### src/rtl/multicycle_pkg.sv
// rtl/multicycle_pkg.sv - state, opcode and control-field encodings for the multicycle MIPS core
package multicycle_pkg;

    localparam int OPW     = 6;
    localparam int STATE_W = 4;

    typedef enum logic [STATE_W-1:0] {
        S_IDLE    = 4'd0,
        S_FETCH   = 4'd1,
        S_DECODE  = 4'd2,
        S_MEMADR  = 4'd3,
        S_MEMRD   = 4'd4,
        S_MEMWB   = 4'd5,
        S_MEMWR   = 4'd6,
        S_EXEC    = 4'd7,
        S_RWB     = 4'd8,
        S_BRANCH  = 4'd9,
        S_JUMP    = 4'd10,
        S_ADDI_EX = 4'd11,
        S_ADDI_WB = 4'd12
    } state_t;

    localparam logic [OPW-1:0] OP_RTYPE = 6'b000000;
    localparam logic [OPW-1:0] OP_LW    = 6'b100011;
    localparam logic [OPW-1:0] OP_SW    = 6'b101011;
    localparam logic [OPW-1:0] OP_BEQ   = 6'b000100;
    localparam logic [OPW-1:0] OP_J     = 6'b000010;
    localparam logic [OPW-1:0] OP_ADDI  = 6'b001000;

    typedef enum logic [1:0] {ALUOP_ADD = 2'b00, ALUOP_SUB = 2'b01, ALUOP_FUNCT = 2'b10} aluop_t;
    typedef enum logic [1:0] {SRCB_REGB = 2'b00, SRCB_FOUR = 2'b01, SRCB_IMM = 2'b10, SRCB_IMM_SH2 = 2'b11} srcb_t;
    typedef enum logic [1:0] {PCSRC_ALU = 2'b00, PCSRC_ALUOUT = 2'b01, PCSRC_JUMP = 2'b10} pcsrc_t;

    typedef struct packed {
        logic   pc_write;
        logic   pc_write_cond;
        logic   iord;
        logic   mem_read;
        logic   mem_write;
        logic   ir_write;
        logic   mem_to_reg;
        logic   reg_dst;
        logic   reg_write;
        logic   alu_src_a;
        srcb_t  alu_src_b;
        aluop_t alu_op;
        pcsrc_t pc_source;
        logic   instr_done;
        logic   illegal_op;
    } ctrl_t;

endpackage

### src/rtl/multicycle_ctrl_if.sv
// rtl/multicycle_ctrl_if.sv - controller/datapath bundle; mem_ready exists only with MULTICYCLE_MEM_WAIT_EN
interface multicycle_ctrl_if;
    import multicycle_pkg::*;

    logic [OPW-1:0] Op;
    logic           Zero;
`ifdef MULTICYCLE_MEM_WAIT_EN
    logic           mem_ready;
`endif
    logic PCWrite, PCWriteCond, IorD, MemRead, MemWrite, IRWrite;
    logic MemtoReg, RegDst, RegWrite, ALUSrcA;
    logic [1:0] ALUSrcB, ALUOp, PCSource;
    logic instr_done, illegal_op;

    modport master (
        input  Op, Zero,
`ifdef MULTICYCLE_MEM_WAIT_EN
        input  mem_ready,
`endif
        output PCWrite, PCWriteCond, IorD, MemRead, MemWrite, IRWrite,
        output MemtoReg, RegDst, RegWrite, ALUSrcA, ALUSrcB, ALUOp, PCSource,
        output instr_done, illegal_op
    );

    modport slave (
        output Op, Zero,
`ifdef MULTICYCLE_MEM_WAIT_EN
        output mem_ready,
`endif
        input  PCWrite, PCWriteCond, IorD, MemRead, MemWrite, IRWrite,
        input  MemtoReg, RegDst, RegWrite, ALUSrcA, ALUSrcB, ALUOp, PCSource,
        input  instr_done, illegal_op
    );

endinterface

### src/rtl/multicycle_ctrl_decode.sv
// rtl/multicycle_ctrl_decode.sv - combinational state -> control word; MULTICYCLE_MEM_WAIT_EN adds mem_ready gating
module multicycle_ctrl_decode
    import multicycle_pkg::*;
(
    input  state_t         state_i,
    input  logic [OPW-1:0] op_i,
`ifdef MULTICYCLE_MEM_WAIT_EN
    input  logic           mem_ready_i,
`endif
    output ctrl_t          ctrl_o
);

    logic mem_ok;
`ifdef MULTICYCLE_MEM_WAIT_EN
    assign mem_ok = mem_ready_i;
`else
    assign mem_ok = 1'b1;
`endif

    always_comb begin
        ctrl_o = '0;
        case (state_i)
            S_FETCH: begin
                ctrl_o.mem_read  = 1'b1;
                ctrl_o.alu_src_b = SRCB_FOUR;
                ctrl_o.alu_op    = ALUOP_ADD;
                // PC/IR only advance on the cycle the fetch actually completes
                ctrl_o.pc_write  = mem_ok;
                ctrl_o.ir_write  = mem_ok;
            end
            S_DECODE: begin
                ctrl_o.alu_src_b  = SRCB_IMM_SH2;
                ctrl_o.alu_op     = ALUOP_ADD;
                ctrl_o.illegal_op = !(op_i inside {OP_RTYPE, OP_LW, OP_SW, OP_BEQ, OP_J, OP_ADDI});
            end
            S_MEMADR, S_ADDI_EX: begin
                ctrl_o.alu_src_a = 1'b1;
                ctrl_o.alu_src_b = SRCB_IMM;
                ctrl_o.alu_op    = ALUOP_ADD;
            end
            S_MEMRD: begin
                ctrl_o.mem_read = 1'b1;
                ctrl_o.iord     = 1'b1;
            end
            S_MEMWB: begin
                ctrl_o.reg_write  = 1'b1;
                ctrl_o.mem_to_reg = 1'b1;
                ctrl_o.instr_done = 1'b1;
            end
            S_MEMWR: begin
                ctrl_o.mem_write  = 1'b1;
                ctrl_o.iord       = 1'b1;
                ctrl_o.instr_done = mem_ok;
            end
            S_EXEC: begin
                ctrl_o.alu_src_a = 1'b1;
                ctrl_o.alu_src_b = SRCB_REGB;
                ctrl_o.alu_op    = ALUOP_FUNCT;
            end
            S_RWB: begin
                ctrl_o.reg_write  = 1'b1;
                ctrl_o.reg_dst    = 1'b1;
                ctrl_o.instr_done = 1'b1;
            end
            S_BRANCH: begin
                ctrl_o.alu_src_a     = 1'b1;
                ctrl_o.alu_src_b     = SRCB_REGB;
                ctrl_o.alu_op        = ALUOP_SUB;
                ctrl_o.pc_write_cond = 1'b1;
                ctrl_o.pc_source     = PCSRC_ALUOUT;
                ctrl_o.instr_done    = 1'b1;
            end
            S_JUMP: begin
                ctrl_o.pc_write   = 1'b1;
                ctrl_o.pc_source  = PCSRC_JUMP;
                ctrl_o.instr_done = 1'b1;
            end
            S_ADDI_WB: begin
                ctrl_o.reg_write  = 1'b1;
                ctrl_o.instr_done = 1'b1;
            end
            default: ;
        endcase
    end

endmodule

### src/rtl/multicycle_ctrl.sv
// rtl/multicycle_ctrl.sv - multicycle MIPS control FSM; MULTICYCLE_MEM_WAIT_EN stalls memory states on mem_ready
module multicycle_ctrl
    import multicycle_pkg::*;
(
    input  logic               clk,
    input  logic               rst_n,
    multicycle_ctrl_if.master  bus
);

    state_t state_q, state_d;
    ctrl_t  ctrl;
    logic   mem_ok;

`ifdef MULTICYCLE_MEM_WAIT_EN
    assign mem_ok = bus.mem_ready;
`else
    assign mem_ok = 1'b1;
`endif

    always_ff @(posedge clk or negedge rst_n) begin
        if (!rst_n) state_q <= S_IDLE;
        else        state_q <= state_d;
    end

    always_comb begin
        state_d = S_FETCH;
        case (state_q)
            S_IDLE:    state_d = S_FETCH;
            S_FETCH:   state_d = mem_ok ? S_DECODE : S_FETCH;
            S_DECODE: begin
                case (bus.Op)
                    OP_RTYPE:     state_d = S_EXEC;
                    OP_LW, OP_SW: state_d = S_MEMADR;
                    OP_BEQ:       state_d = S_BRANCH;
                    OP_J:         state_d = S_JUMP;
                    OP_ADDI:      state_d = S_ADDI_EX;
                    default:      state_d = S_FETCH;
                endcase
            end
            S_MEMADR:  state_d = (bus.Op == OP_LW) ? S_MEMRD : S_MEMWR;
            S_MEMRD:   state_d = mem_ok ? S_MEMWB : S_MEMRD;
            S_MEMWR:   state_d = mem_ok ? S_FETCH : S_MEMWR;
            S_EXEC:    state_d = S_RWB;
            S_ADDI_EX: state_d = S_ADDI_WB;
            // Final states and any unreachable encoding fall back to FETCH
            default:   state_d = S_FETCH;
        endcase
    end

    multicycle_ctrl_decode u_decode (
        .state_i     (state_q),
        .op_i        (bus.Op),
`ifdef MULTICYCLE_MEM_WAIT_EN
        .mem_ready_i (bus.mem_ready),
`endif
        .ctrl_o      (ctrl)
    );

    assign bus.PCWrite     = ctrl.pc_write;
    assign bus.PCWriteCond = ctrl.pc_write_cond;
    assign bus.IorD        = ctrl.iord;
    assign bus.MemRead     = ctrl.mem_read;
    assign bus.MemWrite    = ctrl.mem_write;
    assign bus.IRWrite     = ctrl.ir_write;
    assign bus.MemtoReg    = ctrl.mem_to_reg;
    assign bus.RegDst      = ctrl.reg_dst;
    assign bus.RegWrite    = ctrl.reg_write;
    assign bus.ALUSrcA     = ctrl.alu_src_a;
    assign bus.ALUSrcB     = ctrl.alu_src_b;
    assign bus.ALUOp       = ctrl.alu_op;
    assign bus.PCSource    = ctrl.pc_source;
    assign bus.instr_done  = ctrl.instr_done;
    assign bus.illegal_op  = ctrl.illegal_op;

endmodule

### src/flat_wrapper.sv
// flat-port wrapper written by rule: the top's interface ports become plain ports
module multicycle_ctrl_flat import multicycle_pkg::*;
  (clk, rst_n, bus_Op, bus_Zero, bus_PCWrite, bus_PCWriteCond, bus_IorD, bus_MemRead, bus_MemWrite, bus_IRWrite, bus_MemtoReg, bus_RegDst, bus_RegWrite, bus_ALUSrcA, bus_ALUSrcB, bus_ALUOp, bus_PCSource, bus_instr_done, bus_illegal_op);
  multicycle_ctrl_if bus_i ();
  input  logic clk;
  input  logic rst_n;
  input wire logic [$bits(bus_i.Op)-1:0] bus_Op;
  input wire logic [$bits(bus_i.Zero)-1:0] bus_Zero;
  output wire logic [$bits(bus_i.PCWrite)-1:0] bus_PCWrite;
  output wire logic [$bits(bus_i.PCWriteCond)-1:0] bus_PCWriteCond;
  output wire logic [$bits(bus_i.IorD)-1:0] bus_IorD;
  output wire logic [$bits(bus_i.MemRead)-1:0] bus_MemRead;
  output wire logic [$bits(bus_i.MemWrite)-1:0] bus_MemWrite;
  output wire logic [$bits(bus_i.IRWrite)-1:0] bus_IRWrite;
  output wire logic [$bits(bus_i.MemtoReg)-1:0] bus_MemtoReg;
  output wire logic [$bits(bus_i.RegDst)-1:0] bus_RegDst;
  output wire logic [$bits(bus_i.RegWrite)-1:0] bus_RegWrite;
  output wire logic [$bits(bus_i.ALUSrcA)-1:0] bus_ALUSrcA;
  output wire logic [$bits(bus_i.ALUSrcB)-1:0] bus_ALUSrcB;
  output wire logic [$bits(bus_i.ALUOp)-1:0] bus_ALUOp;
  output wire logic [$bits(bus_i.PCSource)-1:0] bus_PCSource;
  output wire logic [$bits(bus_i.instr_done)-1:0] bus_instr_done;
  output wire logic [$bits(bus_i.illegal_op)-1:0] bus_illegal_op;
  assign bus_i.Op = bus_Op;
  assign bus_i.Zero = bus_Zero;
  assign bus_PCWrite = bus_i.PCWrite;
  assign bus_PCWriteCond = bus_i.PCWriteCond;
  assign bus_IorD = bus_i.IorD;
  assign bus_MemRead = bus_i.MemRead;
  assign bus_MemWrite = bus_i.MemWrite;
  assign bus_IRWrite = bus_i.IRWrite;
  assign bus_MemtoReg = bus_i.MemtoReg;
  assign bus_RegDst = bus_i.RegDst;
  assign bus_RegWrite = bus_i.RegWrite;
  assign bus_ALUSrcA = bus_i.ALUSrcA;
  assign bus_ALUSrcB = bus_i.ALUSrcB;
  assign bus_ALUOp = bus_i.ALUOp;
  assign bus_PCSource = bus_i.PCSource;
  assign bus_instr_done = bus_i.instr_done;
  assign bus_illegal_op = bus_i.illegal_op;
  multicycle_ctrl u_core (.clk(clk), .rst_n(rst_n), .bus(bus_i));
endmodule
### config.mk
export PLATFORM = sky130hd
export DESIGN_NAME = multicycle_ctrl_flat
export DESIGN_NICKNAME = d
export VERILOG_FILES = /design/src/rtl/multicycle_pkg.sv /design/src/rtl/multicycle_ctrl_if.sv /design/src/rtl/multicycle_ctrl_decode.sv /design/src/rtl/multicycle_ctrl.sv /design/src/flat_wrapper.sv
export SDC_FILE = /design/constraint.sdc
export NUM_CORES = 1
export LEC_CHECK = 0
export ABC_AREA = 1
export BUFFER_PORTS_ARGS = -buffer_cell sky130_fd_sc_hd__buf_2
export CAP_MARGIN = 10
export CORE_AREA = 2 2 39 41
export CTS_CLUSTER_DIAMETER = 150
export DETAILED_ROUTE_END_ITERATION = 8
export DIE_AREA = 0 0 41 43
export GPL_TIMING_DRIVEN = 0
export HOLD_SLACK_MARGIN = 0.12
export PLACE_DENSITY = 0.72
export SETUP_SLACK_MARGIN = 0.1
export SLEW_MARGIN = 20
export SYNTH_ARGS = -nofsm -noshare
export SYNTH_HDL_FRONTEND = slang
export SYNTH_HIERARCHICAL = 1
export SYNTH_SLANG_ARGS = --single-unit
### constraint.sdc
create_clock -name clk -period 1.3 [get_ports clk]
set_input_delay 0.26 -clock clk [delete_from_list [all_inputs] [get_ports clk]]
set_output_delay 0.26 -clock clk [all_outputs]
set_load 0.02 [all_outputs]
==> results of run 1 <==
layout make-up:
| cell class | instances | share of cell area, % |
|---|---|---|
| inverter | 18 | 6.67 |
| sequential | 4 | 9.66 |
| multi-input combinational | 79 | 43.8 |
| timing repair buffer | 45 | 34.9 |
| buffer | 1 | 0.690 |
| clock buffer | 4 | 2.41 |
| tap | 16 | 1.84 |
worst register-to-register path, cell delays in order, from the launching register on:
cell and delay [ns]:
dfrtp_2 0.43, buf_4 0.15, buf_4 0.15, nor2_4 0.10
inv_2 0.06, nor2_4 0.10, nand2_1 0.06, o21ai_1 0.13
worst max path at each step:
stage / slack [ns] / to / cells past startpoint / startpoint
floorplan: -0.08 / bus_instr_done / 5 / u_core/state_q[3]
global placement: -0.14 / bus_instr_done / 7 / u_core/state_q[1]
detailed placement: -0.15 / bus_instr_done / 7 / u_core/state_q[1]
CTS: -0.28 / bus_instr_done / 5 / u_core/state_q[2]
global route: -0.42 / bus_instr_done / 7 / u_core/state_q[0]
finish: -0.38 / bus_instr_done / 7 / u_core/state_q[0]
what timing repair did:
item,CTS,global route
setup buffers,12,7
gates cloned,0,0
hold buffers,1,0
pin swaps,8,8
endpoints found under the hold margin,4,0
gates resized for setup,50,15
endpoints found under the setup margin,18,22
cell usage in the layout (no fill, tap or decap):
cell	count
nor2_4	10
inv_1	9
nor2_1	17
nor3_4	1
clkbuf_1	1
a21oi_1	2
nand2_2	6
o21ai_1	3
a21oi_4	1
inv_2	7
nand4_1	1
nand3_1	3
nand2_4	2
nand2_1	24
clkbuf_4	3
buf_6	16
buf_4	21
or2_4	1
o22ai_1	1
nor2_2	4
o21ai_4	1
dfrtp_2	4
dlygate4sd3_1	1
inv_4	2
buf_2	8
o21bai_1	1
a211oi_1	1
layer usage:
metal / GRT usage, % / up-vias / wire [um]
li1: - / 412 / -
met1: 23.6 / 378 / 795
met2: 39.7 / 41 / 1160
met3: 6.28 / 6 / 124
met4: 10.0 / 0 / 49
met5: 0 / - / 0
power groups by stage:
stage	combinational [mW]	sequential (mW)	clock, mW
after floorplan	0.901	0.284	0
after global placement	1.18	0.309	0
after detailed placement	1.19	0.309	0
after CTS	1.80	0.283	0.181
after global routing	2.30	0.307	0.189
final	2.17	0.297	0.171
logic make-up (layout without fill, tap and decap cells):
family / after synthesis / count (layout) / synth area share, %
flops: 4 / 4 / 18.7
simple gates: 69 / 69 / 56.8
buf+inv: 19 / 68 / 14.0
compound gates: 10 / 10 / 10.5
stage by stage:
step / setup TNS, ns / hold WS, ns / cell area [sq um] / util (%) / worst slack (ns)
final: -4.67 / 0.355 / 1090 / 78.7 / -0.379
after global routing: -5.44 / 0.357 / 1090 / 78.7 / -0.416
after CTS: -3.31 / 0.342 / 993 / 71.8 / -0.275
after detailed placement: -0.723 / 0.0666 / 717 / 51.8 / -0.148
after global placement: -0.671 / 0.0627 / 717 / 51.8 / -0.137
after floorplan: -0.319 / -0.0356 / 572 / - / -0.0795
==> flow_metrics.py, run 1 <==
metrics = {
    "run": {
        "maxCapViolCount": 0,
    },
    "worst_setup_path": {
        "timing.rr.start": "u_core/state_q[2]",
        "rr_worst_depth": 7,
        "startpoint_type": "flop",
        "rrSetupSlack_ns": 0.03,
        "crit_chain": "inv_2, nor2_4, inv_2, nor2_4, nor2_1, nand2_2, buf_6",
        "endpoint_kind": "output port",
        "path_class": "flop to output port",
        "cp_data_required_time_ns": 1.04,
        "crit_family": "flip-flops",
        "cp.arrival_ns": 1.42,
        "r2r-end": "u_core/state_q[2]",
        "max_stage_delay_ns": 0.45,
        "slowest_stage": "dfrtp_2",
        "critical_path.max_fanout": 7,
        "crit_buf_inv": 3,
    },
    "placement": {
        "dp.cells": 143,
        "hpwlAfterDp_um": 1020,
        "portBuffers": 25,
        "place.gp.congestion": 0.775,
    },
    "floorplanning": {
        "ioPinCount": 27,
        "die_w_um": 41,
        "start_util_pct": 38.7,
        "rows": 14,
        "coreArea_sq_um": 1380,
        "die_height_um": 43,
        "die_area_sq_um": 1760,
    },
    "detailed_routing": {
        "drc_errors": 0,
        "ant_nets": 0,
        "drt-total-wl_um": 2130,
        "wl_per_cell_um": 12.7,
        "drtPass1Iterations": 4,
        "drt_iter0_drc": 9,
        "vias": 837,
        "vias_per_cell": 5.01,
    },
    "power": {
        "finalPower_mw": 2.64,
        "power_density_nw_per_um2": 2420,
        "netSwitchingPower_mw": 1.36,
        "comb_power_share_pct": 82.2,
        "netSwitchingFraction_pct": 51.6,
        "p_int_mw": 1.28,
        "pwr-share-clk_pct": 6.5,
        "power_frac_seq_pct": 11.3,
        "peakVddDrop_v": 0.00126,
        "p_leak_nw": 0.575,
    },
    "timing": {
        "clock_skew_ns": 0.00281,
        "layout_setup_ws_ns": -0.379,
        "fmaxAchievable_mhz": 595,
        "worstMarginPinSlew_ns": 0.254,
        "hold_violations": 0,
        "finalSetupViolCount": 18,
        "min_period_ns": 1.68,
        "grt_setup_unrepaired": "true",
        "slew_violations": 0,
        "slew_headroom_pct": 83.0,
        "finalCritPeriodShare_pct": 129,
    },
    "clock_tree": {
        "numCtsBuffers": 3,
        "htree_num_levels": 1,
        "clock-sinks": 4,
        "clkSlewWorstSetupHoldPaths_ns": 0.04,
        "root_buffer": "clkbuf_4",
        "cts_tree": "done",
        "clk_latency_ns": 0.24,
        "clk_path_buf_depth": 2,
    },
    "finish": {
        "reg.largest.list": "u_core/state_q (4)",
        "num_antenna_cells": 0,
        "top_register": "u_core/state_q",
        "fin_nets": 161,
        "syn2layout_area_growth_pct": 103,
        "fin_cells": 167,
        "layout-drive-gt1-share_pct": 57.6,
        "largest_reg_flops": 4,
        "seqCellArea_sq_um": 105,
        "n_fill_cell": 85,
        "multiInputGateArea_sq_um": 477,
    },
    "synthesis": {
        "yosysTopAreaCellShare_pct": 21.7,
        "synth_seq_cells": 4,
        "synth_seq_area_share_pct": 18.7,
        "ys_warn_count": 6,
        "synth_cells": 102,
        "yosys_most_used_dff": "dfrtp_1",
        "synthArstFlopShare_pct": 100,
        "avgSynthCellArea_sq_um": 5.25,
        "synthTopCellsByCount": "31 x nand2_1, 25 x nor2_1, 13 x inv_1",
        "synth.cell_area_sq_um": 536,
        "synth.most_common_cell": "nand2_1",
        "yosys-top-cells-area": "nand2_1 22%, dfrtp_1 19%, nor2_1 18%",
        "synth_top_area_cell": "nand2_1",
        "ys_types": 19,
        "synth_edf_count": 0,
        "synth_fp_nets": 111,
    },
    "global_route": {
        "grt_pass1_vias": 708,
        "grt_usage_pct": 22.8,
        "grt_overflow_total": 0,
        "grt_max_degree": 8,
        "antenna_found_initial": 0,
        "grt_pass1_wl_um": 2770,
    },
    "status": {
        "violations": "setup timing",
        "status": "finished with violations",
    },
    "worst_hold_path": {
        "min_path_type": "primary input to asynchronous set/reset pin",
    },
}
(Power assumes the default switching activity.)
==> inputs of run 2 (changes only) <==
--- a/config.mk
+++ b/config.mk
@@ -13,5 +13,4 @@
 export DETAILED_ROUTE_END_ITERATION = 8
 export DIE_AREA = 0 0 41 43
-export GPL_TIMING_DRIVEN = 0
 export HOLD_SLACK_MARGIN = 0.12
 export PLACE_DENSITY = 0.72
==> constraint.sdc (replaced) <==
create_clock -name clk -period 1.3 [get_ports clk]
set_input_delay 0.065 -clock clk [delete_from_list [all_inputs] [get_ports clk]]
set_output_delay 0.065 -clock clk [all_outputs]
set_load 0.02 [all_outputs]
==> flow_metrics.py, run 2 (synthesis results as in run 1) <==
metrics = {
    "status": {
        "status": "finished with violations",
        "violations": "setup timing",
    },
    "clock_tree": {
        "cts_tree": "done",
        "numCtsBuffers": 3,
        "root_buffer": "clkbuf_4",
        "htree_num_levels": 1,
        "clock-sinks": 4,
        "clk_path_buf_depth": 2,
        "clk_latency_ns": 0.24,
        "clkSlewWorstSetupHoldPaths_ns": 0.05,
    },
    "floorplanning": {
        "coreArea_sq_um": 1380,
        "ioPinCount": 27,
        "die_area_sq_um": 1760,
        "start_util_pct": 38.7,
        "die_height_um": 43,
        "die_w_um": 41,
        "rows": 14,
    },
    "power": {
        "power_frac_seq_pct": 11.7,
        "p_int_mw": 1.22,
        "netSwitchingPower_mw": 1.38,
        "power_density_nw_per_um2": 2480,
        "peakVddDrop_v": 0.00117,
        "netSwitchingFraction_pct": 53.1,
        "pwr-share-clk_pct": 6.2,
        "p_leak_nw": 0.551,
        "comb_power_share_pct": 82.1,
    },
    "detailed_routing": {
        "highest_layer": "met4",
        "ant_nets": 0,
        "dr_wl_met2_um": 1160,
        "vias_per_cell": 5.08,
        "drt_iter0_drc": 13,
        "wl_per_cell_um": 13.3,
        "met1_length_um": 843,
        "route.met3.wl_um": 123,
        "drc_errors": 0,
        "vias": 828,
        "drtPass1Iterations": 4,
        "drt-total-wl_um": 2170,
    },
    "worst_hold_path": {
        "min_path_type": "primary input to asynchronous set/reset pin",
    },
    "global_route": {
        "antenna_found_initial": 0,
        "grt_overflow_total": 0,
        "grt_pass1_vias": 630,
        "grt_pass1_wl_um": 2400,
        "grt_usage_pct": 19.8,
        "grt_max_degree": 8,
    },
    "timing": {
        "finalSetupViolCount": 13,
        "hold_violations": 0,
        "clock_skew_ns": 0.00843,
        "worstMarginPinSlew_ns": 0.183,
        "min_period_ns": 1.40,
        "slew_violations": 0,
        "setup_tns_ns": -0.494,
        "slew_headroom_pct": 87.7,
        "finalCritPeriodShare_pct": 108,
        "layout_setup_ws_ns": -0.0985,
        "fmaxAchievable_mhz": 715,
        "grt_setup_unrepaired": "true",
    },
    "finish": {
        "fin_nets": 158,
        "largest_reg_flops": 4,
        "stdcell_area_sq_um": 1050,
        "reg.largest.list": "u_core/state_q (4)",
        "mostFrequentLayoutCell": "nand2_1",
        "fin_util_pct": 75.7,
        "fin_cells": 163,
        "syn2layout_area_growth_pct": 95.6,
        "top_register": "u_core/state_q",
        "layout-drive-gt1-share_pct": 57.8,
        "final_cell_mix": "21 x nand2_1, 19 x buf_4, 18 x nor2_1",
        "num_antenna_cells": 0,
    },
    "worst_setup_path": {
        "crit_buf_inv": 2,
        "crit_top_cell": "buf_4",
        "endpoint_kind": "output port",
        "critical_path.max_fanout": 5,
        "slowest_stage": "dfrtp_2",
        "startpoint_type": "flop",
        "max_stage_delay_ns": 0.43,
        "cp.arrival_ns": 1.33,
        "cp_data_required_time_ns": 1.24,
        "path_class": "flop to output port",
        "crit_family": "flip-flops",
        "crit_chain": "buf_4, nor2_4, nand2_2, o21ai_1, buf_4",
    },
    "placement": {
        "dpl_cell_area_sq_um": 686,
        "dp.cells": 143,
        "portBuffers": 25,
        "hpwlAfterDp_um": 1020,
        "place.gp.congestion": 0.775,
    },
    "run": {
        "maxCapViolCount": 0,
    },
}
[run 2: cell count changes in the layout (fill, tap and decap cells not counted), moves of 2 or more]
cell	previous run	this run
buf_6	16	14
inv_2	7	5
nor2_2	4	1
nand2_2	6	10
a21oi_2	0	2
buf_4	21	19
nand2_1	24	21
nor2_4	10	12
[run 2: timing repair]
action	CTS	global route
pin swaps	7	11
hold endpoints to repair	4	0
buffers inserted	12	4
setup endpoints to repair	18	22
gates resized for setup	30	38
hold buffers	1	0
[run 2: path summary, 6_finish.rpt]
check,from,to,slack [ns],depth (start not counted)
setup / recovery,u_core/state_q[2],bus_PCWrite,-0.1,5
min in group clk,bus_Op[3],u_core/state_q[2],0.17,4
setup reg to reg,u_core/state_q[2],u_core/state_q[2],0.04,7
hold reg to reg,u_core/state_q[2],u_core/state_q[3],0.79,4
hold / removal,rst_n,u_core/state_q[0],0.16,2
max in group asynchronous,rst_n,u_core/state_q[2],1.00,2
[run 2: worst reg2reg max path: stages (launching register included)]
cell and delay [ns]:
dfrtp_2 0.43, buf_4 0.16, buf_4 0.15, nor2_4 0.09, inv_2 0.06, nor2_4 0.14, nand2_1 0.07, o21ai_1 0.11
[run 2: area by class of cell]
cell class	count	area, sq um
clock buffer	3	22.5
fill	100	337
inverter	18	75.1
multi-input combinational	79	470
sequential	4	104
tap	16	20.0
timing repair buffer	43	355
[run 2: layer usage]
metal | up-vias | track usage, %
met3 | 6 | 7.33
met2 | 41 | 36.3
met4 | 0 | 6.67
li1 | 401 | -
met5 | - | 0
met1 | 380 | 18.4
[run 2: power groups by stage]
stage               Combinational, mW  Clock, mW  Sequential (mW)
floorplan                       0.833          0            0.281
global placement                 1.12          0            0.303
detailed placement               1.13          0            0.303
CTS                              1.62      0.159            0.289
global route                     2.24      0.179            0.312
finish                           2.13      0.162            0.303
[run 2: stage by stage]
stage               hold slack [ns]  setup slack, ns  total power, mW
floorplan                    -0.231           0.0716             1.11
global placement             -0.133           0.0981             1.42
detailed placement           -0.126           0.0810             1.43
CTS                           0.153          -0.0576             2.07
global route                  0.170           -0.158             2.73
finish                        0.159          -0.0985             2.60
